### src/rtl/dmem_arbiter_pkg.sv
// Shared definitions for the data-memory arbiter: FSM encoding, requester IDs
// and the default bus widths of the RV32I core.
package dmem_arbiter_pkg;

   localparam int DEF_ADDR_W = 32;
   localparam int DEF_DATA_W = 32;

   localparam logic ID_CORE = 1'b0;
   localparam logic ID_DMA  = 1'b1;

   typedef enum logic [1:0] {
      ST_RR         = 2'd0,
      ST_DMA_LOCK   = 2'd1,
      ST_FORCE_CORE = 2'd2
   } arb_state_t;

endpackage

### src/rtl/dmem_arbiter_if.sv
// Requester and memory-port signals of the data-memory arbiter.
// The slave view belongs to the arbiter; the master view to the requesters and memory.
interface dmem_arbiter_if import dmem_arbiter_pkg::*; #(
   parameter int ADDR_W = DEF_ADDR_W,
   parameter int DATA_W = DEF_DATA_W
);
   logic              core_req;
   logic              core_we;
   logic [ADDR_W-1:0] core_addr;
   logic [DATA_W-1:0] core_wdata;
   logic [3:0]        core_wstrb;
   logic              core_gnt;
   logic              core_rvalid;

   logic              dma_req;
   logic              dma_we;
   logic [ADDR_W-1:0] dma_addr;
   logic [DATA_W-1:0] dma_wdata;
   logic [3:0]        dma_wstrb;
   logic              dma_lock;
   logic              dma_gnt;
   logic              dma_rvalid;

   logic [DATA_W-1:0] rdata;

   logic              mem_en;
   logic              mem_we;
   logic [ADDR_W-1:0] mem_addr;
   logic [DATA_W-1:0] mem_wdata;
   logic [3:0]        mem_wstrb;
   logic [DATA_W-1:0] mem_rdata;

   modport slave (
      input  core_req, core_we, core_addr, core_wdata, core_wstrb,
      output core_gnt, core_rvalid,
      input  dma_req, dma_we, dma_addr, dma_wdata, dma_wstrb, dma_lock,
      output dma_gnt, dma_rvalid, rdata,
      output mem_en, mem_we, mem_addr, mem_wdata, mem_wstrb,
      input  mem_rdata
   );

   modport master (
      output core_req, core_we, core_addr, core_wdata, core_wstrb,
      input  core_gnt, core_rvalid,
      output dma_req, dma_we, dma_addr, dma_wdata, dma_wstrb, dma_lock,
      input  dma_gnt, dma_rvalid, rdata,
      input  mem_en, mem_we, mem_addr, mem_wdata, mem_wstrb,
      output mem_rdata
   );

endinterface

### src/rtl/dmem_rr_pick.sv
// Two-way round-robin picker: a sole requester wins, a tie goes to the
// requester that did not win last. gnt is one-hot, indexed by requester ID.
module dmem_rr_pick import dmem_arbiter_pkg::*; (
   input  logic [1:0] req,
   input  logic       last,
   output logic [1:0] gnt
);

   always_comb begin
      gnt = req;
      if (req == 2'b11) begin
         gnt = (last == ID_DMA) ? 2'b01 : 2'b10;
      end
   end

endmodule

### src/rtl/dmem_arbiter.sv
// Arbitrates the single-port data memory between the core and the DMA port,
// with a bounded DMA burst lock and one-cycle read-data return.
module dmem_arbiter import dmem_arbiter_pkg::*; #(
   parameter int ADDR_W   = DEF_ADDR_W,
   parameter int DATA_W   = DEF_DATA_W,
   parameter int MAX_LOCK = 8
) (
   input  logic           clk,
   input  logic           rst,
   dmem_arbiter_if.slave  bus
);

   localparam int               CNT_W   = $clog2(MAX_LOCK + 1);
   localparam logic [CNT_W-1:0] CNT_MAX = CNT_W'(MAX_LOCK);

   arb_state_t       state, state_nxt;
   logic             last_gnt, last_nxt;
   logic [CNT_W-1:0] lock_cnt, cnt_nxt, cnt_new;
   logic             lock_step;
   logic [1:0]       req, pick_gnt, gnt;
   logic             core_fire, dma_fire;
   logic             core_rd_p1, dma_rd_p1;

   logic              en_mux, we_mux;
   logic [ADDR_W-1:0] addr_mux;
   logic [DATA_W-1:0] wdata_mux;
   logic [3:0]        wstrb_mux;

   // requests are masked while reset is held so every combinational output is 0
   assign req = {bus.dma_req & rst, bus.core_req & rst};

   dmem_rr_pick u_pick (
      .req  (req),
      .last (last_gnt),
      .gnt  (pick_gnt)
   );

   always_comb begin
      gnt = pick_gnt;
      case (state)
         ST_DMA_LOCK:   if (req[ID_DMA])  gnt = 2'b10;
         ST_FORCE_CORE: if (req[ID_CORE]) gnt = 2'b01;
         default:       gnt = pick_gnt;
      endcase
   end

   assign core_fire = gnt[ID_CORE];
   assign dma_fire  = gnt[ID_DMA];

   always_comb begin
      state_nxt = state;
      cnt_nxt   = lock_cnt;
      last_nxt  = last_gnt;
      cnt_new   = '0;
      lock_step = 1'b0;
      if (core_fire) last_nxt = ID_CORE;
      if (dma_fire)  last_nxt = ID_DMA;
      case (state)
         ST_RR: begin
            if (dma_fire && bus.dma_lock) begin
               cnt_new   = CNT_W'(1);
               lock_step = 1'b1;
            end
         end
         ST_DMA_LOCK: begin
            if (!req[ID_DMA] || !bus.dma_lock) begin
               state_nxt = ST_RR;
               cnt_nxt   = '0;
            end else begin
               cnt_new   = lock_cnt + CNT_W'(1);
               lock_step = 1'b1;
            end
         end
         default: begin
            state_nxt = ST_RR;
            cnt_nxt   = '0;
         end
      endcase
      // a locked beat that reaches the limit hands one slot to a waiting core
      if (lock_step) begin
         if (cnt_new == CNT_MAX) begin
            state_nxt = req[ID_CORE] ? ST_FORCE_CORE : ST_RR;
            cnt_nxt   = '0;
         end else begin
            state_nxt = ST_DMA_LOCK;
            cnt_nxt   = cnt_new;
         end
      end
   end

   always_comb begin
      en_mux    = 1'b0;
      we_mux    = 1'b0;
      addr_mux  = '0;
      wdata_mux = '0;
      wstrb_mux = '0;
      if (core_fire) begin
         en_mux    = 1'b1;
         we_mux    = bus.core_we;
         addr_mux  = bus.core_addr;
         wdata_mux = bus.core_wdata;
         wstrb_mux = bus.core_wstrb;
      end else if (dma_fire) begin
         en_mux    = 1'b1;
         we_mux    = bus.dma_we;
         addr_mux  = bus.dma_addr;
         wdata_mux = bus.dma_wdata;
         wstrb_mux = bus.dma_wstrb;
      end
   end

   always_ff @(posedge clk or negedge rst) begin
      if (!rst) begin
         state      <= ST_RR;
         last_gnt   <= ID_DMA;
         lock_cnt   <= '0;
         core_rd_p1 <= 1'b0;
         dma_rd_p1  <= 1'b0;
      end else begin
         state      <= state_nxt;
         last_gnt   <= last_nxt;
         lock_cnt   <= cnt_nxt;
         core_rd_p1 <= core_fire & ~bus.core_we;
         dma_rd_p1  <= dma_fire & ~bus.dma_we;
      end
   end

   assign bus.core_gnt    = core_fire;
   assign bus.dma_gnt     = dma_fire;
   assign bus.core_rvalid = core_rd_p1;
   assign bus.dma_rvalid  = dma_rd_p1;
   assign bus.rdata       = bus.mem_rdata & {DATA_W{rst}};
   assign bus.mem_en      = en_mux;
   assign bus.mem_we      = we_mux;
   assign bus.mem_addr    = addr_mux;
   assign bus.mem_wdata   = wdata_mux;
   assign bus.mem_wstrb   = wstrb_mux;

endmodule

### src/flat_wrapper.sv
// flat-port wrapper written by rule: the top's interface ports become plain ports
module dmem_arbiter_flat import dmem_arbiter_pkg::*;
#(
   parameter int ADDR_W   = DEF_ADDR_W,
   parameter int DATA_W   = DEF_DATA_W,
   parameter int MAX_LOCK = 8
)
  (clk, rst, bus_core_req, bus_core_we, bus_core_addr, bus_core_wdata, bus_core_wstrb, bus_core_gnt, bus_core_rvalid, bus_dma_req, bus_dma_we, bus_dma_addr, bus_dma_wdata, bus_dma_wstrb, bus_dma_lock, bus_dma_gnt, bus_dma_rvalid, bus_rdata, bus_mem_en, bus_mem_we, bus_mem_addr, bus_mem_wdata, bus_mem_wstrb, bus_mem_rdata);
  dmem_arbiter_if #(.ADDR_W(ADDR_W), .DATA_W(DATA_W)) bus_i ();
  input  logic clk;
  input  logic rst;
  input wire logic [$bits(bus_i.core_req)-1:0] bus_core_req;
  input wire logic [$bits(bus_i.core_we)-1:0] bus_core_we;
  input wire logic [$bits(bus_i.core_addr)-1:0] bus_core_addr;
  input wire logic [$bits(bus_i.core_wdata)-1:0] bus_core_wdata;
  input wire logic [$bits(bus_i.core_wstrb)-1:0] bus_core_wstrb;
  output wire logic [$bits(bus_i.core_gnt)-1:0] bus_core_gnt;
  output wire logic [$bits(bus_i.core_rvalid)-1:0] bus_core_rvalid;
  input wire logic [$bits(bus_i.dma_req)-1:0] bus_dma_req;
  input wire logic [$bits(bus_i.dma_we)-1:0] bus_dma_we;
  input wire logic [$bits(bus_i.dma_addr)-1:0] bus_dma_addr;
  input wire logic [$bits(bus_i.dma_wdata)-1:0] bus_dma_wdata;
  input wire logic [$bits(bus_i.dma_wstrb)-1:0] bus_dma_wstrb;
  input wire logic [$bits(bus_i.dma_lock)-1:0] bus_dma_lock;
  output wire logic [$bits(bus_i.dma_gnt)-1:0] bus_dma_gnt;
  output wire logic [$bits(bus_i.dma_rvalid)-1:0] bus_dma_rvalid;
  output wire logic [$bits(bus_i.rdata)-1:0] bus_rdata;
  output wire logic [$bits(bus_i.mem_en)-1:0] bus_mem_en;
  output wire logic [$bits(bus_i.mem_we)-1:0] bus_mem_we;
  output wire logic [$bits(bus_i.mem_addr)-1:0] bus_mem_addr;
  output wire logic [$bits(bus_i.mem_wdata)-1:0] bus_mem_wdata;
  output wire logic [$bits(bus_i.mem_wstrb)-1:0] bus_mem_wstrb;
  input wire logic [$bits(bus_i.mem_rdata)-1:0] bus_mem_rdata;
  assign bus_i.core_req = bus_core_req;
  assign bus_i.core_we = bus_core_we;
  assign bus_i.core_addr = bus_core_addr;
  assign bus_i.core_wdata = bus_core_wdata;
  assign bus_i.core_wstrb = bus_core_wstrb;
  assign bus_core_gnt = bus_i.core_gnt;
  assign bus_core_rvalid = bus_i.core_rvalid;
  assign bus_i.dma_req = bus_dma_req;
  assign bus_i.dma_we = bus_dma_we;
  assign bus_i.dma_addr = bus_dma_addr;
  assign bus_i.dma_wdata = bus_dma_wdata;
  assign bus_i.dma_wstrb = bus_dma_wstrb;
  assign bus_i.dma_lock = bus_dma_lock;
  assign bus_dma_gnt = bus_i.dma_gnt;
  assign bus_dma_rvalid = bus_i.dma_rvalid;
  assign bus_rdata = bus_i.rdata;
  assign bus_mem_en = bus_i.mem_en;
  assign bus_mem_we = bus_i.mem_we;
  assign bus_mem_addr = bus_i.mem_addr;
  assign bus_mem_wdata = bus_i.mem_wdata;
  assign bus_mem_wstrb = bus_i.mem_wstrb;
  assign bus_i.mem_rdata = bus_mem_rdata;
  dmem_arbiter #(.ADDR_W(ADDR_W), .DATA_W(DATA_W), .MAX_LOCK(MAX_LOCK)) u_core (.clk(clk), .rst(rst), .bus(bus_i));
endmodule
### config.mk
export PLATFORM = sky130hd
export DESIGN_NAME = dmem_arbiter_flat
export DESIGN_NICKNAME = d
export VERILOG_FILES = /design/src/rtl/dmem_arbiter_pkg.sv /design/src/rtl/dmem_arbiter_if.sv /design/src/rtl/dmem_rr_pick.sv /design/src/rtl/dmem_arbiter.sv /design/src/flat_wrapper.sv
export SDC_FILE = /design/constraint.sdc
export NUM_CORES = 1
export LEC_CHECK = 0
export CAP_MARGIN = 0
export CORE_AREA = 2 2 109 111
export CTS_CLUSTER_DIAMETER = 30
export DETAILED_ROUTE_END_ITERATION = 7
export DIE_AREA = 0 0 111 113
export SLEW_MARGIN = 10
export SYNTH_ARGS = -nofsm -noshare
export SYNTH_HDL_FRONTEND = slang
export SYNTH_HIERARCHICAL = 1
export SYNTH_SLANG_ARGS = --single-unit
### constraint.sdc
create_clock -name clk -period 2.1 [get_ports clk]
set_input_delay 0.315 -clock clk [delete_from_list [all_inputs] [get_ports clk]]
set_output_delay 0.315 -clock clk [all_outputs]
set_load 0.02 [all_outputs]
; ---- After elaboration in Yosys (flattened, before gate mapping)
; Cells that the tools add are included.
[classes]
n_mux = 32
n_eq_ne = 6
n_addsub = 1
reduce_logical = 7
bitwise_logic = 7
[ops]
columns = op, count
row1 = $mux 32, 4
row2 = $and 32x32->32, 1
row3 = $mux 4, 6
row4 = $mux 2, 8
row5 = $pmux 4 s2, 2
row6 = $mux 1, 9
row7 = $pmux 2 s2, 2
row8 = $add 4x1->4 const B, 1
row9 = $and 1x1->1, 4
row10 = $eq 2x2->1 const B, 2
row11 = $eq 4x4->1 const B, 1
row12 = $ne 3x1->1 const B, 1
row13 = $eq 2x1->1 const B, 1
row14 = $logic_not 1->1, 2
row15 = $logic_not 2->1, 1
row16 = $ne 2x1->1 const B, 1
row17 = $not 1->1, 2
row18 = $pmux 1 s2, 1
row19 = $reduce_and 2->1, 1
row20 = $reduce_bool 2->1, 1
row21 = $logic_and 1x1->1, 1
row22 = $logic_or 1x1->1, 1
[word_totals]
in_bits = 175
ff_bits = 9
word_cells = 58
output_inout_bits = 106

; ---- Depth between registers and ports, before layout
[logic_depth]
word_depth = 11
mapped_depth = 10
mapped_depth_nobuf = 6

; ---- Modules after synthesis
; The synthesis kept the hierarchy.
[modules_own_cells]
columns = mod, cells_each, seq_area_each_um2, instances, area_per_inst_um2
row1 = dmem_arbiter, 189, 226.5, 1, 1559.0
row2 = dmem_rr_pick, 3, 0.0, 1, 18.8

; ---- Least setup slack after synthesis
; OpenSTA, ideal clock, no wires.
[synth_path]
path_kind = input to output
from = input port rst
to = output port bus_mem_addr[21]
required_time_ps = 1785
path_slack_ps = -121
arrival_time_ps = 1906
n_path_buf = 4
path_stages = 10
path_cell_list = buf_6 -> and2_1 -> a21boi_0 -> inv_1 -> a21boi_0 -> o22a_1 -> buf_2 -> buf_4 -> buf_6 -> a22o_1
[synth_between]
elab_chain_cells = 7
word_cells_on_any_way = 9
cone_classes = 1 x eq/ne / 6 x mux / 2 x bitwise
[synth_rtl]
columns = item, line
row1 = start: declaration, flat_wrapper.sv:11  ; input logic rst;
row2 = $and 1x1->1 *, dmem_arbiter.sv:30  ; assign req = {bus.dma_req & rst, bus.core_req & rst};
row3 = via u_core.req[1], dmem_arbiter.sv:20  ; logic [1:0] req, pick_gnt, gnt;
row4 = $eq 2x2->1, dmem_rr_pick.sv:11  ; if (req == 2'b11) begin
row5 = $mux 2 *, dmem_rr_pick.sv:11
row6 = via u_core.pick_gnt[1], dmem_arbiter.sv:20
row7 = $mux 2 (on tied branches), "dmem_arbiter.sv:42, dmem_arbiter.sv:41"
row8 = $pmux 2 s2 *, dmem_arbiter.sv:40  ; case (state)
row9 = $mux 32 *, dmem_arbiter.sv:103  ; end else if (dma_fire) begin
row10 = $mux 32 *, dmem_arbiter.sv:97  ; if (core_fire) begin
row11 = end: declaration, flat_wrapper.sv:30  ; output wire logic [$bits(bus_i.mem_addr)-1:0] bus_mem_addr;
; The timed path passes the listed nets; every way through them passes the cells marked *.

; ---- Final worst setup path
[layout_path]
from = register u_core.state[0]
to = output port bus_mem_wdata[5]
[layout_between]
elab_chain_cells = 4
word_cells_on_any_way = 5
cone_classes = 2 x eq/ne / 3 x mux
[layout_rtl]
columns = item, line
row1 = start: declaration, dmem_arbiter.sv:16  ; arb_state_t state, state_nxt;
row2 = start signal: assignment, dmem_arbiter.sv:120  ; state <= state_nxt;
row3 = $eq 2x2->1 / $eq 2x1->1 (equally long branches), dmem_arbiter.sv:40
row4 = $pmux 2 s2 *, dmem_arbiter.sv:40
row5 = $mux 32, dmem_arbiter.sv:103
row6 = $mux 32 *, dmem_arbiter.sv:97
row7 = end: declaration, flat_wrapper.sv:31  ; output wire logic [$bits(bus_i.mem_wdata)-1:0] bus_mem_wdata;
; Every way passes the cells marked *; elsewhere a longest branch is shown, timed or not.

==> impl_metrics.toml <==
[synthesis]
ys_seq_area_share_pct = 14.4
syn_inst = 192
yosys_warnings = 6
synth_area_mm2 = 0.00158
postSynthNetCount = 371
ys_ff_latch = 9
synth.avg_cell_area_um2 = 8.22
synth_cell_types = 35

[power]
p_clk_share_pct = 10.1
p_int_mw = 2.01
p_total_mw = 3.31
netSwitchingFraction_pct = 39.4
p_leak_nw = 2.32
powerDensity_mw_per_mm2 = 613
seq_power_share_pct = 7.1
ir_drop_mv = 0.364
p_sw_mw = 1.30
p_comb_share_pct = 82.8

[timing]
holdWs_ps = 131
tightest_slew_ps = 338
max_freq_ghz = 0.403
max_slew_margin_pct = 77.5
skew_ps = 1.01
finalWorstSetupSlack_ps = -383
hold_violations = 0
setup_viol = 72
rsz0062_at_grt = "true"
fin_crit_ps = 2480
fin_crit_sh_pct = 118
finalMaxSlewViolations = 0

[critical_path]
cp_max_fo = 7
end_kind = "primary output"
critical_path_arrival_ps = 2170
startpoint_type = "register"
path_class = "reg -> out"
worst_ep_required_time_ps = 1780

[clock_tree]
htreeDepth = 1
ctsHoldBuffers = 0
clock_latency_ps = 230
clkTransAtPathRegs_ps = 40
root_buffer = "clkbuf_16"
cts_buffers = 3
clockBufferDepth = 2
numClockSinks = 9
tritoncts = "yes"

[floorplan]
io_pins = 281
rows = 39
start_util_pct = 14.0
coreArea_mm2 = 0.0113
dieArea_mm2 = 0.0125
dieHeight_um = 113
dieWidth_um = 111

[place]
place.gp.congestion = 0.859
dp_cells = 618
port_buffers = 280
post-dp-hpwl_um = 8130

[drt]
via_per_inst = 4.59
drt-initial-drc-count = 123
ant_nets = 0
vias = 2991
routed_wirelength_um = 12100
drc = 0
wl_per_cell_um = 18.6
dr.pass1.iters = 4

[grt]
grt_pass1_vias = 3017
grt_overflow_total = 0
grt_usage_pct = 15.4
grt_max_degree = 43
grt_pass1_wl_um = 15500
grt_antenna_before_repair = 0

[layout]
final_common_cell = "clkdlybuf4s50_1"
drive_above_1_share_pct = 29.9
nFillCells = 1058
area_growth_syn_to_layout_pct = 243
instances_no_fill = 651
final_cell_mix = "205 x clkdlybuf4s50_1, 76 x buf_6, 67 x a22o_1"
antenna_cells = 0
finalNetCount = 688

[job]
maxCapViolations = 0

[outcome]
violations = "negative setup slack"
status = "finished with violations"

[worst_hold_path]
hold_class = "in -> async"
## kinds of logic after synthesis
logic type	Yosys count	share of synthesized area, %
flip-flops	9	14.4
AO/OA/AOI/OAI	91	47.6
adder cells (fa/ha/maj)	4	3.17
AND/OR/NAND/NOR	59	21.9
XOR/XNOR	2	1.11
buffers and inverters	27	11.9
## flip-flops by register name, summed over array words and instances, names as in the netlist
register / flops
u_core/state: 2
u_core/lock_cnt: 4
u_core/last_gnt: 1
u_core/bus.dma_rvalid: 1
u_core/bus.core_rvalid: 1
## layer usage
layer / track usage, % / share of wire (%) / vias up / wire length (um)
met2: 30.1 / 53 / 199 / 6440
met5: 0 / 0 / - / 0
met3: 3.80 / 8.1 / 8 / 984
met4: 2.67 / 1.0 / 0 / 122
met1: 16.9 / 38 / 1403 / 4590
li1: - / - / 1381 / -
## repair_timing
item / in CTS / in global routing
cloned: 6 / 13
buffers inserted: 10 / 4
setup endpoints to repair: 109 / 104
gates resized for setup: 452 / 20
pin swaps: 15 / 44
endpoints found under the hold margin: 0 / 0
## Yosys cell counts
| master | count | area (um2) |
|---|---|---|
| a22o_1 | 70 | 613 |
| and2_1 | 33 | 206 |
| buf_6 | 10 | 113 |
| dfrtp_1 | 8 | 200 |
| inv_1 | 7 | 26.3 |
| buf_2 | 6 | 30.0 |
| nor2_1 | 6 | 22.5 |
| a21oi_1 | 5 | 25.0 |
| nand3_1 | 5 | 25.0 |
| o21ai_0 | 5 | 25.0 |
| ha_1 | 4 | 50.1 |
| nand2_1 | 4 | 15.0 |
| clkbuf_1 | 3 | 11.3 |
| nor2b_1 | 3 | 18.8 |
| a21boi_0 | 2 | 15.0 |
| xnor2_1 | 2 | 17.5 |
| a211oi_1 | 1 | 7.51 |
| a21bo_2 | 1 | 10.0 |
| a21boi_1 | 1 | 7.51 |
| a21o_1 | 1 | 7.51 |
| a31o_2 | 1 | 8.76 |
| a31oi_1 | 1 | 6.26 |
| and2_4 | 1 | 8.76 |
| and3_1 | 1 | 6.26 |
| and3b_1 | 1 | 8.76 |
| and4_1 | 1 | 8.76 |
| buf_4 | 1 | 7.51 |
| dfstp_2 | 1 | 26.3 |
| nand2b_1 | 1 | 6.26 |
| nand4_1 | 1 | 6.26 |
| o22a_1 | 1 | 8.76 |
| o22ai_1 | 1 | 6.26 |
| o32a_1 | 1 | 10.0 |
| or2_2 | 1 | 6.26 |
| or3_1 | 1 | 6.26 |
## critical path: stages (launching register included)
cell	delay, ps
dfrtp_1	350
inv_2	70
ha_4	310
buf_6	120
a21oi_2	50
o22a_2	250
buf_12	140
buf_8	120
buf_12	130
a22o_1	230
buf_6	140
## power groups by stage
stage                     combinational (mW)  sequential (mW)  clock [mW]
after global placement                  2.09            0.234           0
after detailed placement                2.10            0.236           0
final                                   2.74            0.237       0.335
after CTS                               2.51            0.237       0.342
after floorplan                         1.00            0.243           0
after global routing                    2.87            0.241       0.351
## final timing paths
kind / from / end / slack, ps / cells past startpoint
worst min-delay path: rst / u_core/lock_cnt[3] / 130 / 2
worst max-delay path: u_core/state[0] / bus_mem_wdata[5] / -380 / 10
max in group asynchronous: rst / u_core/last_gnt / 1680 / 2
worst min register to register: u_core/lock_cnt[1] / u_core/lock_cnt[1] / 600 / 2
worst max register to register: u_core/last_gnt / u_core/lock_cnt[0] / 90 / 8
min in group clk: u_core/lock_cnt[1] / u_core/lock_cnt[1] / 600 / 2
## through the flow
stage / instance area (um2) / worst slack, ps / util (%) / TNS [ps]
2_1_floorplan: 1580 / 30.1 / - / 0
5_1_grt: 5410 / -438 / 48.0 / -22970
6_report: 5410 / -383 / 48.0 / -18480
3_3_place_gp: 4630 / -951 / 41.0 / -68320
3_5_place_dp: 4630 / -999 / 41.0 / -72200
4_1_cts: 5120 / -363 / 45.4 / -19570
## area by class of cell
cell class                 instances  area, um2  area share [%]
timing repair buffer             330       3570            66.0
multi-input combinational        158       1330            24.5
tap                              143        179            3.31
sequential                         9        226            4.19
clock buffer                       4       78.8            1.46
inverter                           7       26.3           0.486
(Power assumes the default switching activity.)
==> RTL edit 1, RTL diff (same settings) <==
The package constant `DEF_DATA_W` goes from 32 to 40.
--- a/src/rtl/dmem_arbiter_pkg.sv
+++ b/src/rtl/dmem_arbiter_pkg.sv
@@ -3,7 +3,7 @@
 package dmem_arbiter_pkg;
 
    localparam int DEF_ADDR_W = 32;
-   localparam int DEF_DATA_W = 32;
+   localparam int DEF_DATA_W = 40;
 
    localparam logic ID_CORE = 1'b0;
    localparam logic ID_DMA  = 1'b1;
Interface: changed (5 resized); port bits go from 281 to 321. The function was not compared with the original's and may differ.
==> RTL edit 1 against the original RTL <==
- the run still ends with negative setup slack left
- count of clock-buffer cells in the layout did not move
- design area is 7.1% higher
- first-iteration DRC count is 6.5% higher
- routed wire length up 13%
- sequential cell count unchanged
- area after synthesis grew 8.6%
- worst setup slack improved by 71 ps
- total power up 3.3%
- worst hold slack gained 71 ps
- critical path type unchanged
- largest power group unchanged
==> RTL edit 1: results (changes against the original RTL) <==
| Metric | Value |
|---|---|
| Run status | `finished, violations left` |
| Violated checks | `negative setup slack` |
| Total Nets Final | `763 (+11%)` |
| Number of DRC markers in iteration 0 | `131 (+6.5%)` |
| Routability-driven placement congestion ratio | `0.8505 (-0.94%)` |
| Number of synthesis warnings | `6 (unchanged)` |
| Measured slew at the worst slew-check pin | `298.6 ps (-39.00 ps)` |
| Reported max-cap violation count | `0 (unchanged)` |
| Largest fanout on the critical path | `10 (+3)` |
| Biggest area contributors in the synthesized netlist | `sky130_fd_sc_hd__a22o_1 (40%), sky130_fd_sc_hd__and2_1 (15%), sky130_fd_sc_hd__dfrtp_1 (12%)` |
| Per-cell via count in the routed design | `4.503 (-2.0%)` |
| Maximum number of pins on one net before global-route repair | `41 (-4.7%)` |
| Post-DP HPWL | `9815 µm (+21%)` |
| Htree depth | `1 (unchanged)` |
| Ratio of cells with drive above 1 in the final layout | `0.2665 (-0.03267)` |
| R2r startpoint | `u_core/state[1]` |
| Static leakage | `2.491 nW (+7.4%)` |
| Diodes inserted | `0 (unchanged)` |
| # fillers | `1,045 (-1.2%)` |
| Gr usage total | `0.1940 (+0.04030)` |
| Worst setup timing slack at the placement stage | `-962.8 ps (+36.30 ps)` |
| Number of clock buffers inserted by TritonCTS | `3 (unchanged)` |
| Most common library cells after synthesis | `sky130_fd_sc_hd__a22o_1 (78), sky130_fd_sc_hd__and2_1 (41), sky130_fd_sc_hd__buf_6 (10)` |
| Slack of the critical path | `-312.3 ps (+70.96 ps)` |
| Number of hold violations in the final report | `0 (unchanged)` |
| Detailed-route wire length per cell | `19.60 µm (+5.1%)` |
| Number of different library cells in the post-synthesis netlist | `36 (+2.9%)` |
| Hold-fix buffer count after cts | `0 (unchanged)` |
| Reg clk slew, reported paths | `40 ps (about the same)` |
| Number of nets produced by synthesis | `413 (+11%)` |
| Maximum clock path buffer count | `2 (unchanged)` |
| Post-synthesis sequential area ratio | `0.1321 (-0.01142)` |
| Number of buffers added on ports | `320 (+14%)` |
| Share of synthesized registers carrying an async set or reset | `1.000 (unchanged)` |
| Biggest regs | `u_core/lock_cnt (4), u_core/state (2)` |
| Clk Latency, worst-skew pair | `240 ps` |
| Antenna violations before repair | `0 (unchanged)` |
| Dominant synthesized flop cell | `sky130_fd_sc_hd__dfrtp_1` |
| Peak VDD IR | `0.3773 mV (+3.7%)` |
| Longest individual stage delay on the worst path | `430 ps (+80 ps)` |
| Number of global-route vias before repair | `3,202 (+6.1%)` |
| Crit path kind | `flip-flop to output pin` |
| Initial DRT Pass Iterations | `4 (unchanged)` |
| Fin Clk Skew | `0.8001 ps (-0.2096 ps)` |
| Library cell used as clock root buffer | `sky130_fd_sc_hd__clkbuf_16` |
| Slowest CP cell | `sky130_fd_sc_hd__dfrtp_2` |
| Wire length of the first global-routing pass | `19,240 µm (+24%)` |
| Worst hold-check path type | `primary input to async pin` |
| Standard cell area after detailed placement | `0.005129 mm² (+11%)` |
| Number of setup violations in the final report | `80 (+11%)` |
-- RTL edit 1: cell count changes in the layout (fill, tap and decap cells not counted), moves of 2 or more --
cell	before	now
sky130_fd_sc_hd__clkdlybuf4s50_1	205	237
sky130_fd_sc_hd__o21ai_1	0	2
sky130_fd_sc_hd__and2_1	32	40
sky130_fd_sc_hd__buf_16	4	6
sky130_fd_sc_hd__a22o_4	5	3
sky130_fd_sc_hd__buf_2	5	10
sky130_fd_sc_hd__buf_6	76	73
sky130_fd_sc_hd__o21ai_0	4	2
sky130_fd_sc_hd__a22o_1	67	76
sky130_fd_sc_hd__buf_4	21	24
-- RTL edit 1: cell families (layout without fill, tap and decap cells) --
| family | after synthesis | in the layout | share of synthesized area |
|---|---|---|---|
| compound gates | 99 | 100 | 0.4788 |
| xor+xnor | 2 | 2 | 0.01022 |
| fa+ha+maj | 4 | 4 | 0.02920 |
| buf+inv | 29 | 377 | 0.1190 |
| flops | 9 | 9 | 0.1321 |
| simple gates | 67 | 67 | 0.2307 |
-- RTL edit 1: path summary, 6_finish.rpt --
path                                      end  slack [ps]  cells after the start
hold / removal             u_core/lock_cnt[3]         200                      2
setup / recovery            bus_mem_wdata[36]        -310                      7
min in group clk           u_core/lock_cnt[1]         610                      2
hold reg to reg            u_core/lock_cnt[1]         610                      2
max in group asynchronous     u_core/last_gnt        1650                      2
setup reg to reg           u_core/lock_cnt[0]         110                      8
-- RTL edit 1: final cells by class --
| cell class | count | area, µm² | area share |
|---|---|---|---|
| timing repair buffer | 366 | 3902 | 0.6736 |
| multi-input combinational | 173 | 1379 | 0.2380 |
| sequential | 9 | 227.7 | 0.03931 |
| tap | 143 | 178.9 | 0.03089 |
| clock buffer | 4 | 78.83 | 0.01361 |
| inverter | 7 | 26.28 | 0.004536 |
-- RTL edit 1: timing repair --
action,CTS,global route
gates resized for setup,474,25
cloned,7,8
buffers inserted,13,2
endpoints found under the setup margin,126,80
pin swaps,13,23
-- RTL edit 1: worst max-delay path, delay by kind of cell (launching register included) --
family,cells,cell delay (ps)
fa+ha+maj,1,220
flops,1,430
compound gates,3,800
buf+inv,3,420
-- RTL edit 1: metal layers --
metal	routed length, µm	vias up	track usage
met5	0	-	0
li1	-	1513	-
met4	153	0	0.02917
met3	1013	11	0.03964
met2	7182	176	0.3595
met1	5407	1461	0.2367
-- RTL edit 1: report_power, final --
group | leakage (nW) | switching, mW | internal (mW)
Sequential | 0.118 | 0.0211 | 0.213
Clock | 0.0382 | 0.0839 | 0.254
Combinational | 2.33 | 1.26 | 1.59
Total | 2.49 | 1.37 | 2.06
-- RTL edit 1: stage by stage --
stage	std cells	setup TNS (ps)
5_1_grt	702	-26170
6_report	702	-21350
2_1_floorplan	210	0
3_5_place_dp	672	-79620
4_1_cts	695	-22890
3_3_place_gp	672	-74870
==> RTL edit 2, RTL diff (config.mk and constraints unchanged) <==
Without the edit above. Re-encode `arb_state_t` (3 states) as one-hot, 3 bits wide.
--- a/src/rtl/dmem_arbiter_pkg.sv
+++ b/src/rtl/dmem_arbiter_pkg.sv
@@ -8,10 +8,10 @@
    localparam logic ID_CORE = 1'b0;
    localparam logic ID_DMA  = 1'b1;
 
-   typedef enum logic [1:0] {
-      ST_RR         = 2'd0,
-      ST_DMA_LOCK   = 2'd1,
-      ST_FORCE_CORE = 2'd2
+   typedef enum logic [2:0] {
+      ST_RR         = 3'b001,
+      ST_DMA_LOCK   = 3'b010,
+      ST_FORCE_CORE = 3'b100
    } arb_state_t;
 
 endpackage
Formal check against the unedited RTL: same outputs for any inputs over 10 cycles, from zero or initial values and one cycle with rst low; not proved beyond that.
==> RTL edit 2 against the original RTL <==
- the run still ends with negative setup slack left
- sequential cell count grew 1
- critical path type unchanged
- worst setup slack gained 110 ps
- design area grew 0.39%
- via count shrank 6.4%
- routed wire length shrank 2.2%
- area after synthesis shrank 5.7%
Power is not compared: it rests on default switching activity, and its combinational part moved more than twofold at a synthesized area within 25%.
==> RTL edit 2: results (changes against the original RTL) <==
| Metric | Value |
|---|---|
| Multiplexer area fraction after synthesis | `0 (unchanged)` |
| Synth Area in Adders | `0.008410 (-0.02331)` |
| CP Launch Point | `u_core/state[2]` |
| Number of cells upsized or downsized after cts | `455 (+0.66%)` |
| Fin Setup TNS | `-15,890 ps (+2587 ps)` |
| Fin Clk Skew | `5.275 ps (+4.265 ps)` |
| Number of different library cells in the post-synthesis netlist | `34 (-2.9%)` |
| Slack of the worst reg-to-reg path | `270 ps (+180 ps)` |
| Number of global-route vias before repair | `2,965 (-1.7%)` |
| Slack of the critical path | `-268.7 ps (+114.6 ps)` |
| Xor/xnor cell area share of the yosys netlist | `0.01766 (+0.006560)` |
| Largest fanout on the critical path | `9 (+2)` |
| Run status | `finished, violations left` |
| Wire length of the first global-routing pass | `17,070 µm (+9.9%)` |
| Terminus of the critical flop-to-flop path | `u_core/state[1]` |
| Wirelength, routed | `11,870 µm (-2.2%)` |
| Worst hold-check path type | `primary input to async pin` |
| Data arrival time at the worst-slack endpoint | `2050 ps (-120 ps)` |
| Standard cell area after detailed placement | `0.004646 mm² (+0.41%)` |
| # fillers | `1,045 (-1.2%)` |
| Count of buffers added by post-CTS timing repair for setup | `15 (+5)` |
| Biggest regs | `u_core/lock_cnt (4), u_core/state (3)` |
| Critical path capture point | `bus_mem_wdata[30]` |
| Maximum number of pins on one net before global-route repair | `38 (-12%)` |
| Routability-driven placement congestion ratio | `0.8223 (-4.2%)` |
| Biggest area contributors in the synthesized netlist | `sky130_fd_sc_hd__a22o_1 (42%), sky130_fd_sc_hd__and2_1 (14%), sky130_fd_sc_hd__dfrtp_1 (13%)` |
| Number of DRC markers in iteration 0 | `92 (-25%)` |
| Ratio of cells with drive above 1 in the final layout | `0.3075 (+0.008323)` |
| Antenna violations before repair | `0 (unchanged)` |
| Longest individual stage delay on the worst path | `400 ps (+50 ps)` |
| Number of nets produced by synthesis | `356 (-4.0%)` |
| Violated checks | `negative setup slack` |
| Per-cell via count in the routed design | `4.416 (-3.9%)` |
| Gr usage total | `0.1741 (+0.02037)` |
| Worst setup timing slack at the placement stage | `-1093 ps (-94.24 ps)` |
| Length in cells of the worst reg-to-reg path | `7 (-1)` |
| Post-synthesis sequential area ratio | `0.1699 (+0.02635)` |
| Count of nets left with antenna violations after detail routing | `0 (unchanged)` |
| Measured slew at the worst slew-check pin | `383.4 ps (+45.88 ps)` |
| Total Nets Final | `669 (-2.8%)` |
| Post-DP HPWL | `8516 µm (+4.7%)` |
| Detailed-route wire length per cell | `18.72 µm (+0.46%)` |
| Most common library cells after synthesis | `sky130_fd_sc_hd__a22o_1 (71), sky130_fd_sc_hd__and2_1 (33), sky130_fd_sc_hd__buf_2 (13)` |
| Post-synthesis instance total | `180 (-6.3%)` |
| Synth Area in Compound Gates | `0.4870 (+0.01115)` |
| Number of setup violations in the final report | `70 (-2.8%)` |
| Placed cell count | `601 (-2.8%)` |
-- RTL edit 2: where the power goes --
group	internal [mW]	switching (mW)	total, mW
sequential	0.207	0.0152	0.222
combinational	0.791	0.496	1.29
clock	0.247	0.0913	0.339
total	1.25	0.602	1.85
-- RTL edit 2: per-stage QoR --
stage / utilization / hold slack, ps
floorplan: - / 19.41
global placement: 0.4121 / 489.8
detailed placement: 0.4121 / 499.0
CTS: 0.4775 / 194.0
global route: 0.4816 / 134.6
finish: 0.4816 / 121.6
-- RTL edit 2: worst min-delay path by stage --
stage	from	to	cells after the start
CTS	rst	u_core/state[2]	2
global route	rst	u_core/state[2]	2
floorplan	rst	u_core/bus.core_rvalid	0
detailed placement	u_core/last_gnt	u_core/last_gnt	2
global placement	u_core/last_gnt	u_core/last_gnt	2
finish	rst	u_core/state[2]	2
-- RTL edit 2: worst reg2reg max path: cells and delay by family, from the launching register on --
kind            cells  cell delay, ps
compound gates      2             240
buf+inv             2             250
flops               1             550
simple gates        3             680
-- RTL edit 2: cell type report --
type,instances,share of cell area
clock buffer,3,0.01383
inverter,6,0.004148
multi-input combinational,146,0.2399
sequential,10,0.04679
tap,143,0.03296
timing repair buffer,326,0.6624
-- RTL edit 2: kinds of logic after synthesis --
| family | count (synthesis) |
|---|---|
| buffers and inverters | 25 |
| xor gates and xnor gates | 3 |
| AOI/OAI and AO/OA | 85 |
| DFF | 10 |
| adders and majority gates | 1 |
| and+or+nand+nor | 56 |
-- RTL edit 2: layer usage --
| layer | track usage | part of all wire | vias up |
|---|---|---|---|
| li1 | - | - | 1331 |
| met1 | 0.1947 | 0.37 | 1327 |
| met2 | 0.3431 | 0.55 | 138 |
| met3 | 0.04767 | 0.073 | 4 |
| met4 | 0.01083 | 0.0026 | 0 |
| met5 | 0 | 0 | - |
